==> src/rtl/run_sequencer.sv <==
// Run controller for the single-cycle core: holds the core in reset while the host
// owns data memory, launches runs, and stops them on completion, abort or watchdog.
module run_sequencer #(
   parameter int MAX_CYCLES = 4096,
   parameter int CW         = 16,
   parameter int AW         = 8,
   parameter int DW         = 8
) (
   input  logic          clk_i,
   input  logic          rst_ni,
   input  logic          start_i,
   input  logic          abort_i,
   input  logic          host_req_i,
   input  logic          host_wr_i,
   input  logic [AW-1:0] host_addr_i,
   input  logic [DW-1:0] host_wdat_i,
   output logic          host_gnt_o,
   output logic [DW-1:0] host_rdat_o,
   output logic          host_rvalid_o,
   input  logic          core_done_i,
   input  logic          core_wen_i,
   input  logic          core_ren_i,
   input  logic [AW-1:0] core_addr_i,
   input  logic [DW-1:0] core_wdat_i,
   output logic [DW-1:0] core_rdat_o,
   output logic          core_rst_o,
   output logic          mem_wen_o,
   output logic          mem_ren_o,
   output logic [AW-1:0] mem_addr_o,
   output logic [DW-1:0] mem_wdat_o,
   input  logic [DW-1:0] mem_rdat_i,
   output logic          busy_o,
   output logic          finished_o,
   output logic          timeout_o,
   output logic [CW-1:0] cycle_cnt_o,
   output logic [1:0]    state_o
);

   typedef enum logic [1:0] {
      ST_IDLE = 2'd0,
      ST_RUN  = 2'd1,
      ST_DONE = 2'd2
   } state_t;

   localparam logic [CW-1:0] LAST_CYCLE = CW'(MAX_CYCLES - 1);
   localparam logic [CW-1:0] CNT_ONE    = CW'(1);

   state_t        state_q;
   logic          busy_q;
   logic          core_rst_q;
   logic          finished_q;
   logic          timeout_q;
   logic [CW-1:0] cycle_cnt_q;
   logic [CW-1:0] cycle_cnt_d;
   logic [DW-1:0] host_rdat_q;
   logic          host_rvalid_q;
   logic          in_run;
   logic          host_gnt;
   logic          host_rd_gnt;

   // Reset gates every memory strobe so nothing commits while rst_ni is low.
   assign in_run      = (state_q == ST_RUN);
   assign host_gnt    = rst_ni & ~in_run & host_req_i & ~start_i;
   assign host_rd_gnt = host_gnt & ~host_wr_i;
   assign cycle_cnt_d = cycle_cnt_q + CNT_ONE;

   assign mem_wen_o  = rst_ni & (in_run ? core_wen_i : (host_gnt & host_wr_i));
   assign mem_ren_o  = rst_ni & (in_run ? core_ren_i : host_rd_gnt);
   assign mem_addr_o = in_run ? core_addr_i : host_addr_i;
   assign mem_wdat_o = in_run ? core_wdat_i : host_wdat_i;

   assign core_rdat_o   = mem_rdat_i;
   assign host_gnt_o    = host_gnt;
   assign host_rdat_o   = host_rdat_q;
   assign host_rvalid_o = host_rvalid_q;
   assign core_rst_o    = core_rst_q;
   assign busy_o        = busy_q;
   assign finished_o    = finished_q;
   assign timeout_o     = timeout_q;
   assign cycle_cnt_o   = cycle_cnt_q;
   assign state_o       = state_q;

   always_ff @(posedge clk_i or negedge rst_ni) begin
      if (!rst_ni) begin
         state_q       <= ST_IDLE;
         busy_q        <= 1'b0;
         core_rst_q    <= 1'b1;
         finished_q    <= 1'b0;
         timeout_q     <= 1'b0;
         cycle_cnt_q   <= '0;
         host_rdat_q   <= '0;
         host_rvalid_q <= 1'b0;
      end else begin
         host_rvalid_q <= host_rd_gnt;
         if (host_rd_gnt) begin
            host_rdat_q <= mem_rdat_i;
         end
         case (state_q)
            ST_IDLE, ST_DONE: begin
               if (start_i) begin
                  state_q     <= ST_RUN;
                  busy_q      <= 1'b1;
                  core_rst_q  <= 1'b0;
                  finished_q  <= 1'b0;
                  timeout_q   <= 1'b0;
                  cycle_cnt_q <= '0;
               end
            end
            ST_RUN: begin
               cycle_cnt_q <= cycle_cnt_d;
               // Completion outranks abort, which outranks the watchdog.
               if (core_done_i) begin
                  state_q    <= ST_DONE;
                  busy_q     <= 1'b0;
                  core_rst_q <= 1'b1;
                  finished_q <= 1'b1;
               end else if (abort_i) begin
                  state_q    <= ST_IDLE;
                  busy_q     <= 1'b0;
                  core_rst_q <= 1'b1;
                  finished_q <= 1'b0;
                  timeout_q  <= 1'b0;
               end else if (cycle_cnt_q == LAST_CYCLE) begin
                  state_q    <= ST_DONE;
                  busy_q     <= 1'b0;
                  core_rst_q <= 1'b1;
                  timeout_q  <= 1'b1;
               end
            end
            default: begin
               state_q    <= ST_IDLE;
               busy_q     <= 1'b0;
               core_rst_q <= 1'b1;
            end
         endcase
      end
   end

endmodule

==> config.mk <==
export PLATFORM = sky130hd
export DESIGN_NAME = run_sequencer
export DESIGN_NICKNAME = d
export VERILOG_FILES = /design/src/rtl/run_sequencer.sv
export SDC_FILE = /design/constraint.sdc
export NUM_CORES = 1
export LEC_CHECK = 0
export ABC_AREA = 0
export BUFFER_PORTS_ARGS = -buffer_cell sky130_fd_sc_hd__buf_4
export CORE_ASPECT_RATIO = 1.4
export CORE_MARGIN = 2
export CORE_UTILIZATION = 42
export CTS_CLUSTER_DIAMETER = 200
export CTS_CLUSTER_SIZE = 25
export DETAILED_ROUTE_END_ITERATION = 6
export PLACE_DENSITY = 0.79
export SYNTH_ARGS = -nofsm -noshare
export SYNTH_HDL_FRONTEND = slang
export SYNTH_SLANG_ARGS = --single-unit
==> constraint.sdc <==
create_clock -name clk_i -period 2.5 [get_ports clk_i]
set_input_delay 0.625 -clock clk_i [delete_from_list [all_inputs] [get_ports clk_i]]
set_output_delay 0.625 -clock clk_i [all_outputs]
set_load 0.005 [all_outputs]
# Word level (Yosys, flattened, before mapping)
# Cells that the tools add are included.
# op_classes
add_sub_neg	1
eq_ne	8
mux	27
bitwise	10
reduce_logical	7
# op_table
operator	n
one-hot mux 16 bit (2 select lines)	1
adder 16 x 1 -> 16 bit (second input constant)	1
== test 16 x 12 -> 1 bit (second input constant)	1
2-to-1 mux 16 bit	1
2-to-1 mux 8 bit	2
2-to-1 mux 1 bit	14
2-to-1 mux 2 bit	4
one-hot mux 1 bit (2 select lines)	4
AND 1 bit	7
inequality test 2 bit (second input constant)	2
inequality test 4 x 3 -> 1 bit (second input constant)	1
one-hot mux 2 bit (2 select lines)	1
AND reduction 2 bit	2
AND reduction 4 bit	1
inequality test 3 x 2 -> 1 bit (second input constant)	1
inequality test 3 bit (second input constant)	1
NOT 1 bit	3
AND reduction 3 bit	1
== test 2 x 1 -> 1 bit (second input constant)	1
== test 2 bit (second input constant)	1
logical NOT 2 bit	1
nonzero test 2 bit	1
OR reduction 2 bit	1
# word_totals
register_bits	31
inputBits	49
out_inout_bits	58
elab_cells	61

# Longest topological paths before layout
# logic_depth
word_depth	8
ltp_mapped	5
ltp_nobuf	5

# Least setup slack after synthesis
# Ideal clock, no wire load.
# synth_timing
kind	input to output
startpoint	input port host_req_i
endpoint	output port mem_ren_o
t_arrival_ns	1.518
required_ns	1.875
path_slack_ns	0.357
cell_stages	4
path_buffers	0
path_cell_list	nor2b_1 -> nand3_1 -> nor2_1 -> o21a_1
# synth_between
elab_chain_len	5
# synth_lines
element	line	text
from (decl)	13	input logic host_req_i,
AND 1 bit (2 in a row)	63	assign host_gnt = rst_ni & ~in_run & host_req_i & ~start_i;
AND 1 bit	64	assign host_rd_gnt = host_gnt & ~host_wr_i;
net host_rd_gnt	59	logic host_rd_gnt;
2-to-1 mux 1 bit	68	assign mem_ren_o = rst_ni & (in_run ? core_ren_i : host_rd_gnt);
AND 1 bit	68	
to (decl)	28	output logic mem_ren_o,
# The timed path passes the listed nets, and every way through them passes these cells.

# Final worst setup path
# layout_timing
startpoint	register state_q[0], in the netlist state_o[0]
endpoint	output port mem_wdat_o[3]
# layout_between
elab_chain_len	2
# layout_lines
element	line	text
from (decl)	48	state_t state_q;
from (signal assigned)	85	state_q <= ST_IDLE;
from (signal assigned)	101	state_q <= ST_RUN;
from (signal assigned)	113	state_q <= ST_DONE;
== test 2 x 1 -> 1 bit	62	assign in_run = (state_q == ST_RUN);
2-to-1 mux 8 bit	70	assign mem_wdat_o = in_run ? core_wdat_i : host_wdat_i;
to (decl)	30	output logic [DW-1:0] mem_wdat_o,
# No other way between the ends.

==> flow_metrics.py <==
metrics = {
    "clocking": {
        "numCtsBuffers": 5,
        "cts_sinks": 31,
        "cts_setup_buffers": 0,
        "insertion_delay_ns": 0.28,
        "cts_buffer_depth": 2,
        "clkTransAtPathRegs_ns": 0.06,
        "cts_tree": "yes",
        "root_buffer": "clkbuf_8",
        "cts_max_level": 2,
        "cts_hold_repair.buffers": 0,
        "cts-resized-gates": 0,
    },
    "final_layout": {
        "syn_to_final_growth_pct": 52.47,
        "fin_area_mm2": 0.002592,
        "final-instance-count-excl-fill": 340,
        "nFillCells": 350,
        "multi_input_area_um2": 828.3,
        "nNetsFinal": 346,
        "final_util_pct": 66.16,
        "mostFrequentLayoutCell": "buf_4",
        "num_antenna_cells": 0,
        "drive_gt1_share_pct": 43.77,
        "final_cell_mix": "buf_4 (110), nand2_1 (67), dfrtp_1 (30)",
        "regArea_um2": 777.0,
    },
    "synth": {
        "synth_area_leaders": "dfrtp_1 (44%), nand2_1 (15%), mux2_2 (5.3%), mux2i_1 (4.7%), buf_4 (3.5%)",
        "postSynthAreaPerCell_um2": 8.720,
        "synth_mux_area_share_pct": 10.01,
        "seq_area_frac_synth_pct": 45.70,
        "synth_area_mm2": 0.001700,
        "ys.flop_type": "dfrtp_1",
        "yosysTopAreaCell": "dfrtp_1",
        "synth_compound_area_share_pct": 9.051,
        "synth_nets": 245,
        "synth-edff-count": 0,
        "synth-simple-area-share_pct": 28.26,
        "synth-xor-area-share_pct": 0.5151,
        "async_reset_ff_share_pct": 100.0,
        "yosysTopAreaCellShare_pct": 44.15,
        "synth_top_family_by_area": "simple AND/OR/NAND/NOR gates",
        "synth_cell_type_count": 35,
        "ys_warn_count": 0,
        "ys_ff_latch": 31,
        "netlist_instances": 195,
        "synth_fa_ha_area_share_pct": 0.7358,
    },
    "global_route": {
        "gr-total-overflow": 0,
        "grt_pass1_wl_mm": 7.314,
        "grt_start_max_net_pins": 31,
        "track_usage_pct": 20.55,
        "grt_antenna_before_repair": 0,
        "grt_pass1_vias": 1603,
    },
    "detailed_routing": {
        "drc_errors": 0,
        "drt-vias-per-instance": 5.135,
        "vias": 1746,
        "detail-route-antenna-nets": 0,
        "drtIter0Drc": 44,
        "wirelength_mm": 4.501,
        "wl_per_cell_um": 13.24,
        "dr.pass1.iters": 4,
    },
    "worst_setup_path": {
        "critPathBufInv": 2,
        "crit_path_max_incr_delay_ns": 0.43,
        "worstPathArrival_ns": 1.50,
        "critical_path.slowest_cell": "dfrtp_1",
        "worst-path-max-fanout": 23,
        "path_class": "reg2out",
        "cp_top_family": "flip-flops",
        "path_cells": "nor2b_2 -> buf_4 -> nand2_1 -> nand2_1 -> buf_4",
        "start_kind": "flop",
        "setup.worst_path.end_class": "primary output",
        "crit_required_ns": 1.88,
    },
    "timing": {
        "max_slew.worst_pin.slew_ns": 0.5938,
        "slew_headroom_pct": 60.41,
        "finalHoldViolations": 0,
        "max_freq_ghz": 0.4703,
        "rsz0062_at_grt": "no",
        "layout_worst_path_cycle_share_pct": 85.04,
        "layout_min_cycle_time_ns": 2.126,
        "clock-skew-final_ns": 0.002962,
        "setup_viol": 0,
        "tns_ns": 0,
        "drv_slew": 0,
    },
    "hold_path": {
        "min_path_type": "in2async",
    },
    "pwr": {
        "power_leakage_nw": 1.383,
        "finalPower_w": 0.001498,
        "ir_drop_mv": 0.4422,
        "p_per_area_mw_per_mm2": 577.8,
    },
    "floorplanning": {
        "start_util_pct": 43.39,
        "io_pins": 107,
        "rows": 27,
        "fp.dieW_um": 57.78,
        "fp.dieH_um": 79.29,
        "design.core.area_mm2": 0.003919,
        "dieArea_mm2": 0.004581,
    },
    "outcome": {
        "status": "finished, final reports clean",
    },
    "placed_design": {
        "placed_area_mm2": 0.002492,
        "gp_congestion": 0.7966,
        "portBuffers": 106,
        "dp.cells": 332,
        "dp_hpwl_mm": 3.421,
    },
    "job": {
        "cap_violations": 0,
    },
}
==> cells in the mapped netlist (4+ instances only) <==
cell / number
mux2_2: 8
nand3_1: 8
nand4_1: 7
buf_4: 8
o21ai_0: 5
dfrtp_1: 30
nand2_1: 67
clkbuf_1: 8
nor2_1: 7
nor3_1: 4
mux2i_1: 8
==> cells by family after synthesis <==
kind of cell | Yosys count
fa+ha+maj | 1
buf+inv | 18
compound gates | 22
flops | 31
simple gates | 106
xor+xnor | 1
mux | 16
==> power by group <==
part / switching (W) / leakage (nW) / internal [W]
Sequential: 0.0000498 / 0.406 / 0.000570
Clock: 0.000179 / 0.0515 / 0.000251
Combinational: 0.000187 / 0.926 / 0.000261
==> final timing paths <==
path                                  from             end  slack (ns)  cells after the start
setup / recovery                state_o[0]   mem_wdat_o[3]        0.37                      5
hold / removal                      rst_ni          busy_o        0.21                      1
setup reg to reg           cycle_cnt_o[12]          busy_o        0.56                      4
hold reg to reg             host_rdat_o[7]  host_rdat_o[7]        0.51                      1
max in group asynchronous           rst_ni  host_rdat_o[0]        1.83                      2
min in group clk_i          host_rdat_o[7]  host_rdat_o[7]        0.51                      1
==> sequential cells by signal (all words and copies together), names as in the netlist <==
register / cells
busy_o: 1
core_rst_o: 1
cycle_cnt_o: 16
finished_o: 1
host_rdat_o: 8
host_rvalid_o: 1
state_o: 2
timeout_o: 1
==> per-layer routing <==
metal	share of wire [%]	GRT usage [%]	wire length [um]
met5	0	0	0
met4	1.9	8.140	87
met3	6.6	4.886	295
met2	53	35.91	2370
met1	39	23.68	1748
==> through the flow <==
stage                     setup slack, ns  hold slack, ns
final                              0.3739          0.2119
after global routing               0.2338          0.2266
after CTS                          0.3687          0.2137
after detailed placement           0.4423          0.4943
after global placement             0.4384          0.4909
after floorplan                    0.3572          0.3294
==> area by class of cell <==
cell class / instances / share of cell area (%)
clock buffer: 8 / 3.861
inverter: 2 / 0.2896
multi-input combinational: 146 / 31.95
sequential: 31 / 29.97
tap: 43 / 2.075
timing repair buffer: 110 / 31.85
Note: power is estimated with default switching activity, not from simulation.
